==> config.mk <==
export PLATFORM = sky130hd
export DESIGN_NAME = muldiv_seq
export DESIGN_NICKNAME = d
export VERILOG_FILES = /design/src/rtl/definitions_pkg.sv /design/src/rtl/muldiv_step.sv /design/src/rtl/muldiv_seq.sv
export SDC_FILE = /design/constraint.sdc
export NUM_CORES = 1
export LEC_CHECK = 0
export BUFFER_PORTS_ARGS = -buffer_cell sky130_fd_sc_hd__buf_4
export CAP_MARGIN = 30
export CORE_MARGIN = 3
export CORE_UTILIZATION = 67
export CTS_BUF_LIST = sky130_fd_sc_hd__clkbuf_16
export DETAILED_ROUTE_END_ITERATION = 10
export GPL_ROUTABILITY_DRIVEN = 0
export HOLD_SLACK_MARGIN = 0.15
export PLACE_DENSITY_LB_ADDON = 0.1
export SYNTH_ARGS = -nofsm -noshare
export SYNTH_HDL_FRONTEND = slang
export SYNTH_SLANG_ARGS = --single-unit
==> constraint.sdc <==
create_clock -name clk -period 9.6 [get_ports clk]
set_clock_uncertainty 0.2 [all_clocks]
set_input_delay 0.48 -clock clk [delete_from_list [all_inputs] [get_ports clk]]
set_output_delay 0.48 -clock clk [all_outputs]
set_load 0.05 [all_outputs]
==> src/rtl/definitions_pkg.sv <==
// Shared execute-stage types plus the multiply/divide sequencer state, width
// and op classification helper.
package definitions;

  typedef enum logic [4:0] {
    ADD, SUB, SLL, SLT, SLTU, XOR, SRL, SRA, OR, AND,
    MUL, MULH, MULHSU, MULHU, DIV, DIVU, REM, REMU
  } alu_operation_t;

  typedef enum logic {
    LOW  = 1'b0,
    HIGH = 1'b1
  } flag_t;

  typedef enum logic [1:0] {
    IDLE = 2'd0,
    CALC = 2'd1,
    FIX  = 2'd2,
    DONE = 2'd3
  } muldiv_state_t;

  localparam int MULDIV_XLEN = 32;

  function automatic logic is_muldiv_op(input alu_operation_t op);
    return op inside {MUL, MULH, MULHSU, MULHU, DIV, DIVU, REM, REMU};
  endfunction

endpackage

==> src/rtl/muldiv_step.sv <==
// One iteration of the sequencer datapath: shift-add multiply or restoring
// trial-subtract divide on the {hi, lo} accumulator.
module muldiv_step #(
  parameter int XLEN = 32
) (
  input  logic              is_div_i,
  input  logic [2*XLEN-1:0] acc_i,
  input  logic [XLEN-1:0]   opnd_i,
  output logic [2*XLEN-1:0] acc_o
);

  logic [XLEN:0]   mul_sum;
  logic [XLEN:0]   rem_shift;
  logic [XLEN-1:0] rem_sub;
  logic            rem_ge;

  always_comb begin
    // multiplier bits sit in the low half and shift out as the product shifts in
    mul_sum   = {1'b0, acc_i[2*XLEN-1:XLEN]} + (acc_i[0] ? {1'b0, opnd_i} : '0);
    rem_shift = acc_i[2*XLEN-1:XLEN-1];
    rem_ge    = rem_shift >= {1'b0, opnd_i};
    rem_sub   = rem_shift[XLEN-1:0] - opnd_i;
    if (is_div_i) begin
      acc_o = rem_ge ? {rem_sub, acc_i[XLEN-2:0], 1'b1} : {acc_i[2*XLEN-2:0], 1'b0};
    end else begin
      acc_o = {mul_sum, acc_i[XLEN-1:1]};
    end
  end

endmodule

==> src/rtl/muldiv_seq.sv <==
// Multi-cycle RV32M multiply/divide sequencer: operand magnitudes are iterated
// XLEN times, then sign-corrected and registered with a one-cycle done pulse.
module muldiv_seq
  import definitions::*;
#(
  parameter int XLEN = MULDIV_XLEN
) (
  input  logic            clk,
  input  logic            rstN,
  input  logic            start,
  input  logic            flush,
  input  alu_operation_t  opSel,
  input  logic [XLEN-1:0] operand_a,
  input  logic [XLEN-1:0] operand_b,
  output logic            ready,
  output logic            busy,
  output logic            done,
  output logic [XLEN-1:0] result,
  output flag_t           error
);

  localparam int CNT_W = $clog2(XLEN);
  localparam logic [CNT_W-1:0] CNT_LAST = CNT_W'(XLEN - 1);
  localparam logic [XLEN-1:0]  INT_MIN  = {1'b1, {(XLEN-1){1'b0}}};

  muldiv_state_t     state_q, state_d;
  logic [CNT_W-1:0]  cnt_q;
  logic [2*XLEN-1:0] acc_q, acc_step;
  logic [XLEN-1:0]   opnd_q;
  logic [XLEN-1:0]   result_q;
  alu_operation_t    op_q;
  logic              neg_q;
  logic              err_q;

  logic            accept;
  logic            in_is_m, in_is_div, in_signed_a, in_signed_b;
  logic            sign_a, sign_b, in_neg;
  logic            div_zero, div_ovf, special;
  logic [XLEN-1:0] mag_a, mag_b, special_res;
  logic [2*XLEN-1:0] prod_fix;
  logic [XLEN-1:0] quot_fix, rem_fix, fix_res;

  assign accept = start && !flush && (state_q == IDLE || state_q == DONE);

  always_comb begin
    in_is_m     = is_muldiv_op(opSel);
    in_is_div   = opSel inside {DIV, DIVU, REM, REMU};
    in_signed_a = opSel inside {MUL, MULH, MULHSU, DIV, REM};
    in_signed_b = opSel inside {MUL, MULH, DIV, REM};
    sign_a      = in_signed_a && operand_a[XLEN-1];
    sign_b      = in_signed_b && operand_b[XLEN-1];
    mag_a       = sign_a ? -operand_a : operand_a;
    mag_b       = sign_b ? -operand_b : operand_b;
    // remainder sign follows the dividend alone
    in_neg      = (opSel == REM) ? sign_a : (sign_a ^ sign_b);
    div_zero    = in_is_div && (operand_b == '0);
    div_ovf     = (opSel inside {DIV, REM}) && (operand_a == INT_MIN) && (&operand_b);
    special     = !in_is_m || div_zero || div_ovf;
    special_res = '0;
    if (!in_is_m) begin
      special_res = '0;
    end else if (div_zero) begin
      special_res = (opSel inside {DIV, DIVU}) ? '1 : operand_a;
    end else if (div_ovf) begin
      special_res = (opSel == DIV) ? INT_MIN : '0;
    end
  end

  muldiv_step #(.XLEN(XLEN)) u_step (
    .is_div_i (op_q inside {DIV, DIVU, REM, REMU}),
    .acc_i    (acc_q),
    .opnd_i   (opnd_q),
    .acc_o    (acc_step)
  );

  always_comb begin
    prod_fix = neg_q ? -acc_q : acc_q;
    quot_fix = neg_q ? -acc_q[XLEN-1:0] : acc_q[XLEN-1:0];
    rem_fix  = neg_q ? -acc_q[2*XLEN-1:XLEN] : acc_q[2*XLEN-1:XLEN];
    case (op_q)
      MUL:                 fix_res = prod_fix[XLEN-1:0];
      MULH, MULHSU, MULHU: fix_res = prod_fix[2*XLEN-1:XLEN];
      DIV, DIVU:           fix_res = quot_fix;
      REM, REMU:           fix_res = rem_fix;
      default:             fix_res = '0;
    endcase
  end

  always_ff @(posedge clk or negedge rstN) begin
    if (!rstN) state_q <= IDLE;
    else       state_q <= state_d;
  end

  always_comb begin
    state_d = state_q;
    case (state_q)
      IDLE, DONE: begin
        if (start) state_d = special ? DONE : CALC;
        else       state_d = IDLE;
      end
      CALC:    if (cnt_q == CNT_LAST) state_d = FIX;
      FIX:     state_d = DONE;
      default: state_d = IDLE;
    endcase
    if (flush) state_d = IDLE;
  end

  always_comb begin
    ready  = (state_q == IDLE) || (state_q == DONE);
    busy   = (state_q == CALC) || (state_q == FIX);
    done   = (state_q == DONE);
    result = result_q;
    error  = (state_q == DONE && err_q) ? HIGH : LOW;
  end

  always_ff @(posedge clk or negedge rstN) begin
    if (!rstN) begin
      cnt_q    <= '0;
      acc_q    <= '0;
      opnd_q   <= '0;
      result_q <= '0;
      op_q     <= ADD;
      neg_q    <= 1'b0;
      err_q    <= 1'b0;
    end else if (accept) begin
      op_q   <= opSel;
      neg_q  <= in_neg;
      cnt_q  <= '0;
      err_q  <= !in_is_m;
      acc_q  <= in_is_div ? {{XLEN{1'b0}}, mag_a} : {{XLEN{1'b0}}, mag_b};
      opnd_q <= in_is_div ? mag_b : mag_a;
      if (special) result_q <= special_res;
    end else if (!flush && state_q == CALC) begin
      acc_q <= acc_step;
      cnt_q <= cnt_q + CNT_W'(1);
    end else if (!flush && state_q == FIX) begin
      result_q <= fix_res;
    end
  end

endmodule

Word level (Yosys, flattened, before mapping)
Index checks and enable logic that the tools add are counted.
{"block": "totals", "inputBits": 73, "register_bits": 142, "out_inout_bits": 36}
{"block": "op_classes", "n_lt_le_gt_ge": 1, "n_bitwise": 1, "eq_ne": 24, "n_addsub": 8, "muxes": 31, "n_reduce_logical": 33}
{"op": "$mux W32", "n": 16}
{"op": "$mux W64", "n": 5}
{"op": "$neg A32 Y32", "n": 4}
{"op": "$pmux W32 S4", "n": 1}
{"op": "$neg A64 Y64", "n": 1}
{"op": "$eq A5 B4 Y1 const B", "n": 12}
{"op": "$add A32 B33 Y33", "n": 1}
{"op": "$ge A33 B32 Y1", "n": 1}
{"op": "$eq A32 B32 Y1 const B", "n": 1}
{"op": "$logic_not A32 Y1", "n": 1}
{"op": "$reduce_and A32 Y1", "n": 1}
{"op": "$sub A32 B32 Y32", "n": 1}
{"op": "$eq A5 B5 Y1 const B", "n": 5}
{"op": "$reduce_bool A4 Y1", "n": 3}
{"op": "$logic_and A1 B1 Y1", "n": 10}
{"op": "$mux W5", "n": 2}
{"op": "$mux W2", "n": 4}
{"op": "$reduce_bool A2 Y1", "n": 4}
{"op": "$reduce_bool A8 Y1", "n": 1}
{"op": "$pmux W2 S3", "n": 1}
{"op": "$reduce_or A2 Y1", "n": 3}
{"op": "$add A5 B1 Y5 const B", "n": 1}
{"op": "$reduce_bool A5 Y1", "n": 1}
{"op": "$eq A2 B2 Y1 const B", "n": 2}
{"op": "11 further kinds", "n": 16}

Logic depth before layout (Yosys ltp)
{"block": "depth", "word_depth": 9, "ltp_mapped": 14}

Hierarchy
From an unflattened synthesis, not the netlist that was laid out.
{"block": "unflattened", "cells_unflattened": 2010, "hier_area_um2": 15416.0}
{"mod": "muldiv_seq", "area_per_inst_um2": 10717.8, "n_inst": 1, "cells_each": 1339}
{"mod": "muldiv_step", "area_per_inst_um2": 4698.3, "n_inst": 1, "cells_each": 671}

Least setup slack after synthesis
OpenSTA, ideal clock, no wires.
{"block": "synth_timing", "kind": "register to register", "from": "reg acc_q[49]", "to": "reg acc_q[46]", "t_arrival_ns": 3.060, "path_slack_ns": 6.221, "path_stages_with_launch": 14, "cell_sequence": "dfrtp_1 > ha_1 > clkbuf_1 > and4_1 > nor3b_1 > nand3_1 > o41a_1 > o21ai_0 > a41o_1 > clkbuf_1 > buf_2 > mux2i_1 > a21oi_1 > a21o_1"}
{"block": "synth_via", "elab_chain_cells": 5}
{"element": "from (decl)", "line": "muldiv_seq.sv:28", "rtl": "logic [2*XLEN-1:0] acc_q, acc_step;"}
{"element": "from (signal assigned)", "line": "muldiv_seq.sv:130", "rtl": "acc_q <= in_is_div ? {{XLEN{1'b0}}, mag_a} : {{XLEN{1'b0}}, mag_b};"}
{"element": "from (signal assigned)", "line": "muldiv_seq.sv:134", "rtl": "acc_q <= acc_step;"}
{"element": "$ge A33 B32 Y1", "line": "muldiv_step.sv:21", "rtl": "rem_ge = rem_shift >= {1'b0, opnd_i};"}
{"element": "$mux W64", "line": "muldiv_step.sv:24", "rtl": "acc_o = rem_ge ? {rem_sub, acc_i[XLEN-2:0], 1'b1} : {acc_i[2*XLEN-2:0], 1'b0};"}
{"element": "$mux W64", "line": "muldiv_step.sv:23", "rtl": "if (is_div_i) begin"}
{"element": "$mux W64", "line": "muldiv_seq.sv:133", "rtl": "end else if (!flush && state_q == CALC) begin"}
{"element": "$mux W64", "line": "muldiv_seq.sv:125", "rtl": "end else if (accept) begin"}
No other way between the ends. The select of a mux whose other input is x is not followed.
A chain may end at the register's enable or synchronous reset.

Worst setup path in the final report
{"block": "layout_timing", "from": "reg acc_q[34]", "to": "reg acc_q[63]"}
{"block": "layout_via", "elab_chain_cells": 5, "elab_cells_between_ends": 7}
{"element": "$sub A32 B32 Y32 or $ge A33 B32 Y1 (tied branches)", "line": "muldiv_step.sv:22, muldiv_step.sv:21"}
{"element": "$mux W64", "line": "muldiv_step.sv:24"}
{"element": "$mux W64 *", "line": "muldiv_step.sv:23"}
{"element": "$mux W64 *", "line": "muldiv_seq.sv:133"}
{"element": "$mux W64 *", "line": "muldiv_seq.sv:125"}
Every way passes the cells marked *; elsewhere a longest branch is shown, timed or not. The select of a mux whose other input is x is not followed.

==> results.toml <==
[worst_setup_path]
data_required_time_at_the_worst_endpoint_ns = 9.70
timing_worst_setup_path_type = "flop to flop"
crit_fanout = 20
setup.worst_path.start_class = "flop"
crit_path_end_kind = "flop"
critical_path_buf_inv_count = 1
cp_top_family = "compound AO/OA/AOI/OAI gates"
worstPathCellList = "ha_1, a21oi_1, o21a_1, a21oi_1, o21ai_0, o21ai_0, a41o_1, buf_4, nand2_1, a2111oi_0, a211oi_1"
critical_path.max_stage_delay_ns = 0.53
critical-path-slowest-cell = "sky130_fd_sc_hd__dfrtp_1"
timing.critical_path.arrival_ns = 4.44

[final_layout]
drive_above_1_share = 0.0988
final_nets = 2181
final_area_um2 = 16200
syn2layout_area_growth_pct = 10.1
antenna_cells_inserted = 0

[power_and_ir_drop]
power.ir.vdd_worst_uv = 201
pwr_density_cell_nw_per_um2 = 361
design_power_total_uw = 5850
p_leak_uw = 0.00686

[timing]
min_period_over_period = 0.452
achievable_clock_frequency_mhz = 230
period_minus_slack_ns = 4.34
timing.final.max_slew_violations = 0
totalNegativeSetupSlack_ns = 0
setup-violations-final = 0
slew-limit-headroom = 0.360
slew_worst_pin_ns = 0.956
hold_viol_final = 0
rsz0062_at_grt = "false"

[logic_synthesis]
synth_area_per_cell_um2 = 7.30
count_of_distinct_cell_types_in_the_synthesized_netlist = 86
netlist.area_leader.share = 0.242
synth.largest_area_cell = "sky130_fd_sc_hd__dfrtp_1"
yosysWarnings = 0
most_used_flip_flop_cell_after_synthesis = "sky130_fd_sc_hd__dfrtp_1"
ys_seq_elements = 142
post_synth_instance_area_um2 = 14700
synth.area.top_cells = "sky130_fd_sc_hd__dfrtp_1 (24%), sky130_fd_sc_hd__o21ai_0 (7.3%), sky130_fd_sc_hd__nand2_1 (6.9%), sky130_fd_sc_hd__a21oi_1 (6.5%), sky130_fd_sc_hd__ha_1 (6.3%)"
async_flop_share = 1.00
netlist_instances = 2012
synth_enable_flop_cells = 0
synth_seq_area_share = 0.242
mappedNetlistNets = 2161

[status]
violations = "DRC"
status = "complete, but fails checks"

[die]
floorplan.initialDensity = 0.690
die_area_um2 = 23700
coreArea_um2 = 21300
i_o_pins = 109
dieWidth_um = 154
die_y_um = 154
num_rows = 53

[job]
max-cap-violations = 0

[route]
vias = 16700
vias_per_cell = 7.21
route.detailed.drc = 1
wl_per_cell_um = 23.4
finalWirelength_mm = 54.3
detailedRoute.firstIterationViolations = 2672
drtPass1Iterations = 11
postRouteAntennaNets = 0

[clocking]
worst_skew_pair.late_latency_ns = 0.44
cts_htree_levels = 4
cts_sinks = 142
tritoncts = "done"
clock_tree.root_cell = "sky130_fd_sc_hd__clkbuf_16"
cts_resized = 0
ctsLongestPathBuffers = 2
clk_transition_reported_paths_ns = 0.07
number_of_buffers_created_by_cts = 17

[grt]
grt_overflow = 0
grt_first_pass_wirelength_mm = 84.6
gr-usage-all-layers = 0.446
grt_start_max_net_pins = 81
initial_antenna_violation_count = 0
via_count_of_the_first_global_routing_pass = 15200

[worst_hold_path]
holdCritPathClass = "input pin to flop"

[placement]
dpl_cell_area_um2 = 15500
port_bufs = 108
dp_hpwl_mm = 40.2
-- synth_stat cells, types with 7 or more instances --
cell / n
sky130_fd_sc_hd__nand2_1: 270
sky130_fd_sc_hd__o21ai_0: 213
sky130_fd_sc_hd__a21oi_1: 190
sky130_fd_sc_hd__nor2_1: 165
sky130_fd_sc_hd__dfrtp_1: 142
sky130_fd_sc_hd__clkbuf_1: 109
sky130_fd_sc_hd__xor2_1: 80
sky130_fd_sc_hd__xnor2_1: 76
sky130_fd_sc_hd__ha_1: 74
sky130_fd_sc_hd__inv_1: 67
sky130_fd_sc_hd__nand3_1: 48
sky130_fd_sc_hd__o211ai_1: 44
sky130_fd_sc_hd__a21o_1: 38
sky130_fd_sc_hd__nor3_1: 33
sky130_fd_sc_hd__o31ai_1: 32
sky130_fd_sc_hd__nand4_1: 24
sky130_fd_sc_hd__nor4_1: 23
sky130_fd_sc_hd__mux2i_1: 22
sky130_fd_sc_hd__a31oi_1: 18
sky130_fd_sc_hd__nand2b_1: 18
sky130_fd_sc_hd__or3_1: 18
sky130_fd_sc_hd__a211oi_1: 17
sky130_fd_sc_hd__o41ai_1: 17
sky130_fd_sc_hd__and3_1: 16
sky130_fd_sc_hd__o221ai_1: 16
sky130_fd_sc_hd__o22ai_1: 16
sky130_fd_sc_hd__or4_1: 15
sky130_fd_sc_hd__and2_1: 14
sky130_fd_sc_hd__nor2b_1: 14
sky130_fd_sc_hd__a221oi_1: 12
sky130_fd_sc_hd__buf_2: 12
sky130_fd_sc_hd__o21a_1: 9
sky130_fd_sc_hd__a22o_1: 8
sky130_fd_sc_hd__a22oi_1: 7
sky130_fd_sc_hd__a311oi_1: 7
sky130_fd_sc_hd__buf_1: 7
-- per-layer routing --
layer | routed length, µm | track usage | vias up
met4 | 4180 | 0.259 | 0
met5 | 0 | 0 | -
met2 | 22600 | 0.655 | 1359
met3 | 7860 | 0.118 | 303
li1 | - | - | 7397
met1 | 19600 | 0.592 | 7661
-- worst paths after layout --
path	from	slack, ns	to	cells after the start
max	acc_q[34]	5.26	acc_q[63]	11
min	operand_a[27]	0.16	result[27]	3
max reg2reg	acc_q[34]	5.26	acc_q[63]	11
min reg2reg	opnd_q[2]	0.28	opnd_q[2]	2
max in group asynchronous	rstN	7.74	acc_q[34]	4
min in group asynchronous	rstN	0.42	acc_q[58]	2
-- placed cells by master, fill, tap and decap left out, types with 22 or more instances in the layout --
cell,instances
sky130_fd_sc_hd__nor2_1,163
sky130_fd_sc_hd__nand3_1,48
sky130_fd_sc_hd__buf_4,128
sky130_fd_sc_hd__xor2_1,80
sky130_fd_sc_hd__nand4_1,24
sky130_fd_sc_hd__inv_1,67
sky130_fd_sc_hd__xnor2_1,76
sky130_fd_sc_hd__a21oi_1,189
sky130_fd_sc_hd__o21ai_0,213
sky130_fd_sc_hd__nand2_1,269
sky130_fd_sc_hd__mux2i_1,22
sky130_fd_sc_hd__ha_1,74
sky130_fd_sc_hd__o31ai_1,32
sky130_fd_sc_hd__dfrtp_1,141
sky130_fd_sc_hd__o211ai_1,44
sky130_fd_sc_hd__a21o_1,38
sky130_fd_sc_hd__nor3_1,33
sky130_fd_sc_hd__nor4_1,23
-- repair_timing --
action / CTS / global route
setup buffers: 0 / 0
hold buffers: 5 / 0
endpoints found under the hold margin: 76 / 0
endpoints found under the setup margin: 0 / 0
-- layout make-up --
type                       count  area (µm²)
inverter                      67         251
multi-input combinational   1667       10400
sequential                   142        3550
timing repair buffer         137        1070
clock buffer                  17         425
fill                        1649        5110
clock inverter                15         169
tap                          275         344
-- worst min-delay path, cell delays in order --
cell                       delay [ns]
sky130_fd_sc_hd__buf_4           0.11
sky130_fd_sc_hd__o21ai_0         0.09
sky130_fd_sc_hd__o211ai_1        0.09
-- cells by family (layout without fill, tap and decap cells) --
logic type | count (synthesis) | count (layout) | synth area share
AOI/OAI and AO/OA | 711 | 711 | 0.303
and+or+nand+nor | 701 | 701 | 0.226
buffers and inverters | 203 | 236 | 0.0549
xor gates and xnor gates | 156 | 156 | 0.0930
DFF | 142 | 142 | 0.242
adders and majority gates | 76 | 76 | 0.0658
muxes | 23 | 23 | 0.0158
-- state kept, by name, summed over array words and instances (netlist names) --
register	flops
err_q	1
cnt_q	5
op_q	5
acc_q	64
state_q	2
result	32
neg_q	1
opnd_q	32
-- power breakdown --
group / total [µW] / switching, µW / internal [µW]
combinational: 3920 / 2520 / 1400
clock: 692 / 321 / 372
sequential: 1240 / 401 / 839
total: 5850 / 3240 / 2610
-- stage by stage --
step	worst slack [ns]	utilization	cells	hold slack, ns
global route	5.07	0.760	2320	0.169
CTS	5.44	0.759	2318	0.152
finish	5.26	0.760	2320	0.162
global placement	5.36	0.728	2280	0.267
floorplan	6.22	-	2012	-0.0156
detailed placement	5.39	0.728	2281	0.274
(Power assumes the default switching activity.)
